File: src/rtl/dice_result_capture.sv
// dice_result_capture: waits for the roller outputs to settle after button release, captures the
// dice and presents sum/doubles/range flags on valid/ready. Optional accumulator: DICE_SCORE_TOTAL_EN.
module dice_result_capture #(
    parameter int unsigned DICE_MAX      = 6,
    parameter int unsigned BIT_WIDTH     = $clog2(DICE_MAX) + 1,
    parameter int unsigned NUM_DICE      = 2,
    parameter int unsigned SETTLE_CYCLES = 2,
    parameter int unsigned SUM_WIDTH     = $clog2(NUM_DICE * DICE_MAX + 1),
    parameter int unsigned CNT_WIDTH     = 8
) (
    input  logic                            clk,
    input  logic                            reset,
    input  logic                            button,
    input  logic [NUM_DICE*BIT_WIDTH-1:0]   dice_values,
    input  logic                            res_ready,
    output logic                            res_valid,
    output logic [NUM_DICE*BIT_WIDTH-1:0]   res_dice,
    output logic [SUM_WIDTH-1:0]            res_sum,
    output logic                            res_doubles,
    output logic                            res_range_err,
`ifdef DICE_SCORE_TOTAL_EN
    input  logic                            total_clr,
    output logic [SUM_WIDTH+CNT_WIDTH-1:0]  res_total,
`endif
    output logic [CNT_WIDTH-1:0]            roll_count
);

    localparam int unsigned DICE_W = NUM_DICE * BIT_WIDTH;
    localparam int unsigned SC_W   = (SETTLE_CYCLES > 2) ? $clog2(SETTLE_CYCLES) : 1;

    typedef enum logic [1:0] {
        ST_IDLE    = 2'd0,
        ST_ROLLING = 2'd1,
        ST_SETTLE  = 2'd2,
        ST_PRESENT = 2'd3
    } state_e;

    state_e                 state_q, state_d;
    logic [SC_W-1:0]        settle_cnt_q, settle_cnt_d;
    logic                   res_valid_q, res_valid_d;
    logic [DICE_W-1:0]      res_dice_q, res_dice_d;
    logic [SUM_WIDTH-1:0]   res_sum_q, res_sum_d;
    logic                   res_doubles_q, res_doubles_d;
    logic                   res_range_err_q, res_range_err_d;
    logic [CNT_WIDTH-1:0]   roll_count_q, roll_count_d;

    logic                   accept;
    logic [BIT_WIDTH-1:0]   die;
    logic [SUM_WIDTH-1:0]   sum_c;
    logic                   dbl_c;
    logic                   err_c;

    // Sum and flags of the live dice bus, used only at the capture point.
    always_comb begin
        die   = '0;
        sum_c = '0;
        dbl_c = (NUM_DICE >= 2);
        err_c = 1'b0;
        for (int i = 0; i < NUM_DICE; i++) begin
            die   = dice_values[i*BIT_WIDTH +: BIT_WIDTH];
            sum_c = sum_c + SUM_WIDTH'(die);
            if (die == '0 || die > BIT_WIDTH'(DICE_MAX)) begin
                err_c = 1'b1;
            end
            if (die != dice_values[BIT_WIDTH-1:0]) begin
                dbl_c = 1'b0;
            end
        end
    end

    assign accept = res_valid_q && res_ready;

    always_comb begin
        state_d         = state_q;
        settle_cnt_d    = settle_cnt_q;
        res_valid_d     = res_valid_q;
        res_dice_d      = res_dice_q;
        res_sum_d       = res_sum_q;
        res_doubles_d   = res_doubles_q;
        res_range_err_d = res_range_err_q;
        roll_count_d    = roll_count_q;
        case (state_q)
            ST_IDLE: begin
                if (button) state_d = ST_ROLLING;
            end
            ST_ROLLING: begin
                if (!button) begin
                    state_d      = ST_SETTLE;
                    settle_cnt_d = SC_W'(SETTLE_CYCLES - 1);
                end
            end
            ST_SETTLE: begin
                // A re-press while settling discards the roll in progress.
                if (button) begin
                    state_d = ST_ROLLING;
                end else if (settle_cnt_q == '0) begin
                    state_d         = ST_PRESENT;
                    res_valid_d     = 1'b1;
                    res_dice_d      = dice_values;
                    res_sum_d       = sum_c;
                    res_doubles_d   = dbl_c;
                    res_range_err_d = err_c;
                end else begin
                    settle_cnt_d = settle_cnt_q - SC_W'(1);
                end
            end
            ST_PRESENT: begin
                if (accept) begin
                    res_valid_d = 1'b0;
                    if (roll_count_q != '1) roll_count_d = roll_count_q + CNT_WIDTH'(1);
                    state_d = button ? ST_ROLLING : ST_IDLE;
                end
            end
            default: state_d = ST_IDLE;
        endcase
    end

    always_ff @(posedge clk or negedge reset) begin
        if (!reset) begin
            state_q         <= ST_IDLE;
            settle_cnt_q    <= '0;
            res_valid_q     <= 1'b0;
            res_dice_q      <= '0;
            res_sum_q       <= '0;
            res_doubles_q   <= 1'b0;
            res_range_err_q <= 1'b0;
            roll_count_q    <= '0;
        end else begin
            state_q         <= state_d;
            settle_cnt_q    <= settle_cnt_d;
            res_valid_q     <= res_valid_d;
            res_dice_q      <= res_dice_d;
            res_sum_q       <= res_sum_d;
            res_doubles_q   <= res_doubles_d;
            res_range_err_q <= res_range_err_d;
            roll_count_q    <= roll_count_d;
        end
    end

    assign res_valid     = res_valid_q;
    assign res_dice      = res_dice_q;
    assign res_sum       = res_sum_q;
    assign res_doubles   = res_doubles_q;
    assign res_range_err = res_range_err_q;
    assign roll_count    = roll_count_q;

`ifdef DICE_SCORE_TOTAL_EN
    localparam int unsigned TOT_W = SUM_WIDTH + CNT_WIDTH;

    logic [TOT_W-1:0] total_q, total_d;
    logic [TOT_W:0]   total_sum;

    // Saturating running score; a clear wins over a coincident accept.
    always_comb begin
        total_sum = {1'b0, total_q} + (TOT_W + 1)'(res_sum_q);
        total_d   = total_q;
        if (total_clr) begin
            total_d = '0;
        end else if (accept) begin
            total_d = total_sum[TOT_W] ? '1 : total_sum[TOT_W-1:0];
        end
    end

    always_ff @(posedge clk or negedge reset) begin
        if (!reset) begin
            total_q <= '0;
        end else begin
            total_q <= total_d;
        end
    end

    assign res_total = total_q;
`endif

endmodule

File: config.mk
export PLATFORM = sky130hd
export DESIGN_NAME = dice_result_capture
export DESIGN_NICKNAME = d
export VERILOG_FILES = /design/src/rtl/dice_result_capture.sv
export SDC_FILE = /design/constraint.sdc
export NUM_CORES = 1
export LEC_CHECK = 0
export CAP_MARGIN = 20
export CORE_MARGIN = 2
export CORE_UTILIZATION = 50
export CTS_CLUSTER_DIAMETER = 50
export DETAILED_ROUTE_END_ITERATION = 8
export DONT_BUFFER_PORTS = 1
export HOLD_SLACK_MARGIN = 0.1
export PLACE_DENSITY = 0.65
export SLEW_MARGIN = 10
export SYNTH_ARGS = -nofsm -noshare
export SYNTH_HDL_FRONTEND = slang
export SYNTH_SLANG_ARGS = --single-unit
File: constraint.sdc
create_clock -name clk -period 2.1 [get_ports clk]
set_input_delay 0.315 -clock clk [delete_from_list [all_inputs] [get_ports clk]]
set_output_delay 0.315 -clock clk [all_outputs]
set_load 0.005 [all_outputs]
==> results of run 1 <==
==> sequential cells by signal, summed over array words and instances, names as in the netlist <==
register       count
roll_count         8
state_q            2
res_range_err      1
res_doubles        1
res_valid          1
settle_cnt_q       1
res_dice           8
res_sum            4
==> cells in the final DEF (no fill, tap or decap), types with 2 or more instances in the layout <==
cell           Yosys  routed
nor3_1             2       2
nand2_1           36      36
inv_1              3       3
xnor2_1            7       7
xor2_1             2       2
nor2_1             3       3
clkbuf_4           0       3
ha_1               4       4
dfrtp_1           26      26
o21ai_0            7       7
nand3_1            5       5
or3_1              2       2
and3_1             3       3
mux2_2             3       3
nand2b_1           2       2
nand4_1            2       2
dlygate4sd3_1      0       7
==> how the worst min path moves through the flow <==
stage | to | start
global placement | res_sum[0] | reset
CTS | res_dice[4] | dice_values[4]
finish | res_dice[4] | dice_values[4]
global route | res_dice[4] | dice_values[4]
detailed placement | res_sum[0] | reset
floorplan | res_dice[0] | reset
==> metrics by stage <==
step	instances	util [%]	instance area, sq um	setup slack, ps
floorplan	125	-	1286	594.2
global placement	152	52.24	1282	550.5
detailed placement	152	52.24	1282	482.8
CTS	164	58.05	1425	466.5
global route	164	58.05	1425	385.6
finish	164	58.05	1425	464.4
==> worst max-delay path, delay by kind of cell, from the launching register on <==
kind                       cells  cell delay [ps]
and+or+nand+nor                1              180
adders and majority gates      1              240
muxes                          1              370
DFF                            1              470
AOI/OAI and AO/OA              1              290
==> layer usage <==
layer	up-vias	track usage, %	share of wire [%]
met5	-	0	0
met4	0	8.750	0.88
met3	2	4.372	6.6
met2	26	25.60	45
met1	412	25.09	48
li1	439	-	-
==> logic make-up after synthesis <==
| group | count (synthesis) | share of synthesized area (%) |
|---|---|---|
| simple gates | 61 | 22.86 |
| flops | 26 | 50.58 |
| compound gates | 14 | 7.685 |
| xor+xnor | 9 | 6.129 |
| buf+inv | 7 | 4.669 |
| fa+ha+maj | 5 | 5.448 |
| mux | 3 | 2.626 |
==> report_power, final <==
part | internal [mW] | switching [mW]
Clock | 0.193 | 0.144
Sequential | 0.671 | 0.187
Combinational | 0.144 | 0.137
==> final cells by class <==
class	instances	area, sq um
Clock buffer	3	22.52
Tap cell	30	37.54
Inverter	3	11.26
Timing Repair Buffer	9	97.59
Multi-Input combinational cell	92	575.6
Fill cell	220	1030
Clock inverter	1	30.03
Sequential cell	26	650.6
==> results.py, run 1 <==
metrics = {
    "power_and_ir_drop": {
        "ir_worst_vdd_v": 0.0006517,
        "finalPower_mw": 1.476,
        "p_leak_nw": 0.6789,
        "cellPowerDensity_mw_per_mm2": 1036,
    },
    "yosys": {
        "synth-main-ff-cell": "dfrtp_1",
        "synthCells": 125,
        "synth.top_cell.area_share_pct": 50.58,
        "synth.net_count": 142,
        "synth-edff-count": 0,
        "synth.largest_area_cell": "dfrtp_1",
        "synth_warnings": 0,
        "synth_area_per_cell_sq_um": 10.29,
        "synth_seq_cells": 26,
        "yosys-top-cells-count": "36 x nand2_1, 26 x dfrtp_1, 7 x o21ai_0, 7 x xnor2_1, 5 x nand3_1",
        "yosysUniqueCellTypes": 31,
        "ys_top_cells_by_area": "dfrtp_1 51%, nand2_1 11%, xnor2_1 4.8%",
        "synthMostInstantiatedCell": "nand2_1",
        "async_reset_ff_share_pct": 100.0,
        "netlist_area_sq_mm": 0.001286,
        "seq_area_frac_synth_pct": 50.58,
    },
    "clock_network": {
        "htreeDepth": 1,
        "cts_resized": 0,
        "clk_path_buf_depth": 2,
        "post_cts_buffers": 0,
        "root_buffer": "clkbuf_4",
        "ctsHoldBuffers": 8,
        "cts_tree": "built",
        "cts_sinks": 26,
        "clk_latency_ps": 310,
        "clkSlewWorstSetupHoldPaths_ps": 140,
        "numCtsBuffers": 3,
    },
    "floorplan": {
        "die_w_um": 54.72,
        "core_area_sq_mm": 0.002455,
        "rows": 18,
        "die_h_um": 54.72,
        "initial_utilization_pct": 52.40,
        "io_pins": 35,
        "dieArea_sq_mm": 0.002994,
    },
    "worst_setup_path": {
        "r2r_cells": 4,
        "crit_start": "roll_count[0]",
        "cpPeakStageDelay_ps": 470,
        "crit_path_cell_trace": "ha_1 -> and3_1 -> a21oi_2 -> mux2_2",
        "cp.required_ps": 2320,
        "cp-end-kind": "flip-flop",
        "path_class": "flip-flop to flip-flop",
        "reg2reg_slack_ps": 460,
        "cp_slowest_cell": "dfrtp_1",
        "timing.rr.end": "roll_count[1]",
        "endpoint": "roll_count[1]",
        "path_max_fanout": 6,
        "reg2reg_from": "roll_count[0]",
        "arrival_ps": 1860,
        "startpoint_type": "flip-flop",
    },
    "timing": {
        "slew_headroom_pct": 56.94,
        "period_share_pct": 77.89,
        "tightest_slew_ps": 645.9,
        "hold_viol": 0,
        "fmax_mhz": 611.4,
        "slew_violations": 0,
        "rsz0062_at_grt": "no",
        "holdWs_ps": 108.2,
        "worst_clock_skew_ps": 2.085,
        "layout_min_cycle_time_ps": 1636,
        "tns_ps": 0,
        "setup_viol": 0,
    },
    "global_routing": {
        "antenna_found_initial": 0,
        "overflow": 0,
        "grt_max_degree": 27,
        "grt_pass1_wl_um": 3746,
        "grt_pass1_vias": 826,
        "grt_util_all_layers_pct": 17.87,
    },
    "layout": {
        "num-nets-final": 152,
        "area_growth_pct": 10.80,
        "insertedDiodeCount": 0,
        "drive_gt1_share_pct": 12.69,
    },
    "routing": {
        "avgViaCountPerCell": 5.360,
        "drc": 0,
        "drtIter0Drc": 13,
        "wl_um": 2273,
        "drtPass1Iterations": 4,
        "ant_nets": 0,
        "wire_per_inst_um": 13.86,
        "vias": 879,
    },
    "hold_path": {
        "hold_path_depth": 2,
        "min_path_type": "input port to flip-flop",
    },
    "run_status": {
        "outcome": "completed",
    },
    "placement": {
        "port_buffers": 0,
        "dp_hpwl_um": 1628,
        "gp_congestion": 0.7227,
    },
    "run": {
        "cap_viol_max_count": 0,
    },
}
Power figures use the tool's default switching activity.
==> run 2, diff against run 1 <==
--- a/config.mk
+++ b/config.mk
@@ -5,6 +5,7 @@
 export SDC_FILE = /design/constraint.sdc
 export NUM_CORES = 1
 export LEC_CHECK = 0
+export ABC_AREA = 1
 export CAP_MARGIN = 20
 export CORE_MARGIN = 2
 export CORE_UTILIZATION = 50
@@ -12,7 +13,7 @@
 export DETAILED_ROUTE_END_ITERATION = 8
 export DONT_BUFFER_PORTS = 1
 export HOLD_SLACK_MARGIN = 0.1
-export PLACE_DENSITY = 0.65
+export PLACE_DENSITY = 0.68
 export SLEW_MARGIN = 10
 export SYNTH_ARGS = -nofsm -noshare
 export SYNTH_HDL_FRONTEND = slang
==> constraint.sdc (replaced) <==
create_clock -name clk -period 1.4 [get_ports clk]
set_input_delay 0.21 -clock clk [delete_from_list [all_inputs] [get_ports clk]]
set_output_delay 0.21 -clock clk [all_outputs]
set_load 0.005 [all_outputs]
==> run 2 against run 1 <==
Against the previous run:
- clock power increased by 52%
- total power is 73% higher
- clock skew increased by 4.3 ps
- first-iteration DRC count rose to 2.6 times the previous value
- area after synthesis up 11%
==> results.py, run 2 <==
metrics = {
    "floorplan": {
        "dieArea_sq_mm": 0.003285,
        "die_h_um": 57.32,
        "die_w_um": 57.32,
        "rows": 19,
        "io_pins": 35,
        "core_area_sq_mm": 0.002734,
        "initial_utilization_pct": 51.99,
    },
    "yosys": {
        "synth-xor-area-share_pct": 2.465,
        "muxShareOfSynthArea_pct": 0,
        "synth.top_cell.area_share_pct": 45.77,
        "synth_area_per_cell_sq_um": 8.122,
        "synth_seq_cells": 26,
        "synth.largest_area_cell": "dfrtp_1",
        "synth-main-ff-cell": "dfrtp_1",
        "synth_top_family_by_area": "simple AND/OR/NAND/NOR gates",
        "seq_area_frac_synth_pct": 45.77,
        "synth_warnings": 0,
        "synthMostInstantiatedCell": "nand2_1",
        "ys_top_cells_by_area": "dfrtp_1 46%, nand2_1 17%, nand3_1 5.3%",
        "yosys.area_share.simple_pct": 30.72,
        "synth.net_count": 192,
        "yosys-top-cells-count": "66 x nand2_1, 26 x dfrtp_1, 16 x inv_1, 15 x nand3_1, 9 x nor2_1",
        "synth-edff-count": 0,
        "async_reset_ff_share_pct": 100.0,
        "synthCells": 175,
        "synthAdderAreaFrac_pct": 4.930,
        "synth_compound_area_share_pct": 8.803,
        "yosysUniqueCellTypes": 24,
        "netlist_area_sq_mm": 0.001421,
    },
    "routing": {
        "ant_nets": 0,
        "drtIter0Drc": 34,
        "avgViaCountPerCell": 5.309,
        "wl_um": 2824,
        "drtPass1Iterations": 4,
        "drc": 0,
        "wire_per_inst_um": 12.84,
        "vias": 1168,
    },
    "power_and_ir_drop": {
        "cellPowerDensity_mw_per_mm2": 1575,
        "p_leak_nw": 0.7978,
        "finalPower_mw": 2.548,
        "ir_worst_vdd_v": 0.0009012,
    },
    "timing": {
        "setup_viol": 0,
        "tns_ps": 0,
        "worst_clock_skew_ps": 6.412,
        "tightest_slew_ps": 313.9,
        "layout_min_cycle_time_ps": 1321,
        "rsz0062_at_grt": "no",
        "hold_viol": 0,
        "slew_headroom_pct": 78.85,
        "slew_violations": 0,
        "period_share_pct": 94.35,
        "fmax_mhz": 757.1,
    },
    "layout": {
        "mostFrequentLayoutCell": "nand2_1",
        "design_area_sq_mm": 0.001618,
        "fillers": 249,
        "multi_input_area_sq_um": 669.4,
        "num-nets-final": 207,
        "drive_gt1_share_pct": 13.76,
        "area_growth_pct": 13.82,
        "layout_common_cells": "66 x nand2_1, 26 x dfrtp_1, 16 x inv_1",
        "seq_area_sq_um": 650.6,
        "insertedDiodeCount": 0,
    },
    "global_routing": {
        "grt_pass1_vias": 1247,
        "antenna_found_initial": 0,
        "grt_util_all_layers_pct": 19.53,
        "grt_pass1_wl_um": 5147,
        "grt_max_degree": 27,
        "overflow": 0,
    },
    "hold_path": {
        "min_path_type": "input port to flip-flop",
        "hold_start": "dice_values[5]",
    },
    "worst_setup_path": {
        "cpPeakStageDelay_ps": 550,
        "crit_start": "dice_values[1]",
        "cp_slowest_cell": "dlygate4sd3_1",
        "path_class": "input port to flip-flop",
        "reg2reg_from": "roll_count[1]",
        "path_max_fanout": 3,
        "cp-end-kind": "flip-flop",
        "crit_path_cell_trace": "dlygate4sd3_1 -> inv_1 -> fa_1 -> xor2_1 -> o21ai_2",
        "startpoint_type": "input port",
        "arrival_ps": 1570,
        "cp.required_ps": 1650,
    },
    "clock_network": {
        "clk_latency_ps": 310,
        "htreeDepth": 1,
        "cts_tree": "built",
        "numCtsBuffers": 3,
        "post_cts_buffers": 0,
        "clkSlewWorstSetupHoldPaths_ps": 140,
        "clk_path_buf_depth": 2,
        "root_buffer": "clkbuf_4",
        "cts_sinks": 26,
    },
    "placement": {
        "gp_congestion": 0.8081,
        "port_buffers": 0,
        "dp_hpwl_um": 2029,
        "dpl-instance-area_sq_mm": 0.001449,
    },
    "run_status": {
        "outcome": "completed",
    },
    "run": {
        "cap_viol_max_count": 0,
    },
}
## run 2: cell types whose count changed after synthesis, moves of 3 or more
| cell | change |
|---|---|
| nand3_1 | +10 |
| mux2_2 | -3 |
| xnor2_1 | -6 |
| and3_1 | -3 |
| nand2_1 | +30 |
| inv_1 | +13 |
| o21ai_2 | +7 |
| nor2_1 | +6 |
## run 2: final timing paths
check	endpoint	slack (ps)	cells past startpoint
max in group asynchronous	res_sum[1]	940	2
worst max register to register	roll_count[1]	130	8
worst min-delay path	res_dice[5]	110	2
worst max-delay path	res_sum[2]	80	5
min in group asynchronous	roll_count[5]	310	2
worst min register to register	res_sum[1]	530	2
## run 2: stage by stage
step / hold WS (ps) / worst slack [ps] / util (%) / instances
finish: 108.4 / 79.12 / 59.18 / 220
global route: 111.7 / 10.46 / 59.18 / 220
CTS: 104.7 / 74.80 / 58.95 / 220
detailed placement: -84.71 / 125.3 / 53.00 / 206
global placement: -84.92 / 170.0 / 53.00 / 206
floorplan: -85.59 / 190.1 / - / 175
## run 2: cell type report
class | instances | area share [%]
clock inverters | 1 | 1.856
clock buffers | 3 | 1.392
flip-flops and latches | 26 | 40.22
repair buffers | 13 | 8.430
multi-input cells | 128 | 41.38
well taps | 31 | 2.398
inverters | 18 | 4.331
## run 2: repair_timing
item / 4_1_cts / 5_1_grt
setup endpoints to repair: 0 / 6
gates resized for setup: 0 / 2
hold endpoints to repair: 37 / 0
hold buffers: 10 / 0
## run 2: power breakdown
part / internal [mW] / switching [mW] / leakage [nW]
clock network: 0.289 / 0.221 / 0.0279
registers: 1.02 / 0.266 / 0.331
logic: 0.334 / 0.416 / 0.439
total: 1.64 / 0.903 / 0.798
## run 2: layer usage
metal / wire length (um) / track usage, %
met2: 1414 / 36.29
met4: 28 / 3.987
met3: 142 / 3.855
met1: 1239 / 23.41
met5: 0 / 0
## run 2: cell families after synthesis
kind of cell / count (synthesis)
simple gates: 101
flops: 26
buf+inv: 21
compound gates: 18
fa+ha+maj: 5
xor+xnor: 4
## run 2: critical path, delay by kind of cell
family	cells	cell delay, ps
AOI/OAI and AO/OA	1	130
adders and majority gates	1	430
buffers and inverters	2	640
xor gates and xnor gates	1	160
==> run 3, diff against run 2 <==
--- a/config.mk
+++ b/config.mk
@@ -7,13 +7,14 @@
 export LEC_CHECK = 0
 export ABC_AREA = 1
 export CAP_MARGIN = 20
-export CORE_MARGIN = 2
+export CORE_MARGIN = 1.5
 export CORE_UTILIZATION = 50
 export CTS_CLUSTER_DIAMETER = 50
 export DETAILED_ROUTE_END_ITERATION = 8
 export DONT_BUFFER_PORTS = 1
 export HOLD_SLACK_MARGIN = 0.1
 export PLACE_DENSITY = 0.68
+export RECOVER_POWER = 50
 export SLEW_MARGIN = 10
 export SYNTH_ARGS = -nofsm -noshare
 export SYNTH_HDL_FRONTEND = slang
==> run 3 against run 2 <==
Against the previous run:
- final area shrank 1.1%
- worst setup slack is essentially flat
- combinational power shrank 2%
- hold slack gained 32 ps
- via count shrank 1.7%
- sequential cell count is the same
- critical path type unchanged
- critical endpoint unchanged
==> results.py, run 3 (synthesis gave the netlist of run 2 again) <==
metrics = {
    "clock_network": {
        "ctsHoldBuffers": 11,
        "clk_path_buf_depth": 2,
        "cts_sinks": 26,
        "cts_resized": 0,
        "numCtsBuffers": 3,
        "cts_tree": "built",
        "htreeDepth": 1,
        "clkSlewWorstSetupHoldPaths_ps": 140,
        "root_buffer": "clkbuf_4",
        "post_cts_buffers": 0,
        "clk_latency_ps": 320,
    },
    "routing": {
        "drtIter0Drc": 56,
        "drtPass1Iterations": 4,
        "avgViaCountPerCell": 5.195,
        "drc": 0,
        "ant_nets": 0,
        "vias": 1148,
        "wire_per_inst_um": 12.07,
        "wl_um": 2668,
    },
    "worst_setup_path": {
        "path_class": "input port to flip-flop",
        "cp.required_ps": 1660,
        "cp-end-kind": "flip-flop",
        "path_max_fanout": 3,
        "endpoint": "res_sum[2]",
        "reg2reg_slack_ps": 130,
        "arrival_ps": 1580,
        "r2r_cells": 8,
        "cpPeakStageDelay_ps": 560,
        "timing.rr.end": "roll_count[7]",
        "crit_path_cell_trace": "dlygate4sd3_1 -> inv_1 -> fa_1 -> xor2_1 -> o21ai_2",
        "crit_family": "buffers and inverters",
        "startpoint_type": "input port",
        "reg2reg_from": "roll_count[0]",
        "cp.depth": 5,
        "crit_start": "dice_values[1]",
        "crit_buf_inv": 2,
        "cp_slowest_cell": "dlygate4sd3_1",
    },
    "layout": {
        "seq_area_sq_um": 650.6,
        "insertedDiodeCount": 0,
        "fillers": 256,
        "mostFrequentLayoutCell": "nand2_1",
        "multi_input_area_sq_um": 664.4,
        "area_growth_pct": 12.59,
        "layout_common_cells": "66 x nand2_1, 26 x dfrtp_1, 16 x inv_1",
        "drive_gt1_share_pct": 12.63,
        "num-nets-final": 208,
        "final_cells": 221,
    },
    "placement": {
        "port_buffers": 0,
        "gp_congestion": 0.8022,
        "dp_hpwl_um": 1918,
        "place_inst": 206,
    },
    "timing": {
        "tightest_slew_ps": 632.0,
        "layout_min_cycle_time_ps": 1321,
        "slew_headroom_pct": 57.87,
        "period_share_pct": 94.33,
        "tns_ps": 0,
        "rsz0062_at_grt": "no",
        "fmax_mhz": 757.2,
        "slew_violations": 0,
        "setup_viol": 0,
        "worst_clock_skew_ps": 5.548,
        "hold_viol": 0,
    },
    "global_routing": {
        "grt_max_degree": 27,
        "grt_pass1_vias": 1133,
        "overflow": 0,
        "grt_util_all_layers_pct": 18.48,
        "grt_pass1_wl_um": 4664,
        "antenna_found_initial": 0,
    },
    "floorplan": {
        "die_w_um": 56.32,
        "io_pins": 35,
        "rows": 19,
        "die_h_um": 56.32,
        "dieArea_sq_mm": 0.003171,
        "core_area_sq_mm": 0.002734,
        "initial_utilization_pct": 51.99,
    },
    "run_status": {
        "outcome": "completed",
    },
    "hold_path": {
        "min_path_type": "input port to flip-flop",
    },
    "power_and_ir_drop": {
        "ir_worst_vdd_v": 0.001111,
        "cellPowerDensity_mw_per_mm2": 1491,
        "p_leak_nw": 0.7967,
    },
    "run": {
        "cap_viol_max_count": 0,
    },
}
## run 3: cell types whose count changed in the layout (fill, tap and decap cells not counted), sizes merged
| cell | previous run | this run |
|---|---|---|
| dlygate4sd3 | 9 | 10 |
| buf | 4 | 3 |
| bufinv | 1 | 0 |
| clkbuf | 3 | 5 |
## run 3: worst min-delay path, delay by kind of cell
family | cells | cell delay [ps]
AOI/OAI and AO/OA | 1 | 110
and+or+nand+nor | 2 | 120
## run 3: where the power goes
part / internal (mW) / switching [mW] / total, mW / leakage (nW)
clock: 0.159 / 0.221 / 0.379 / 0.0210
combinational: 0.329 / 0.403 / 0.732 / 0.445
sequential: 1.02 / 0.253 / 1.27 / 0.331
total: 1.51 / 0.876 / 2.39 / 0.797
## run 3: how the worst min path moves through the flow
stage,from,endpoint,slack (ps),cells after the start
after floorplan,reset,res_dice[0],-90,0
after global placement,reset,state_q[0],-90,0
after detailed placement,reset,state_q[0],-80,0
after CTS,button,settle_cnt_q,120,3
after global routing,button,settle_cnt_q,150,3
final,button,settle_cnt_q,140,3
## run 3: per-layer routing
layer,part of all wire (%),global-route usage (%)
met4,0.60,5.102
met2,48,32.10
met1,44,23.45
met5,0,0
met3,6.8,3.687
## run 3: area by class of cell
type / count / share of cell area (%)
clock buffer: 4 / 2.267
inverter: 18 / 4.378
multi-input combinational: 128 / 41.52
sequential: 26 / 40.66
tap: 31 / 2.424
timing repair buffer: 14 / 8.757
## run 3: metrics by stage
step | setup WS [ps] | area (sq um) | total power [mW] | hold slack (ps) | utilization (%)
final | 79.43 | 1600 | 2.386 | 140.6 | 58.54
after global routing | 3.065 | 1600 | 2.605 | 154.7 | 58.54
after CTS | 75.67 | 1618 | 2.426 | 115.4 | 59.18
after detailed placement | 133.4 | 1461 | 2.000 | -85.00 | 53.46
after global placement | 206.2 | 1461 | 1.965 | -85.00 | 53.46
after floorplan | 190.1 | 1421 | 1.839 | -85.59 | -
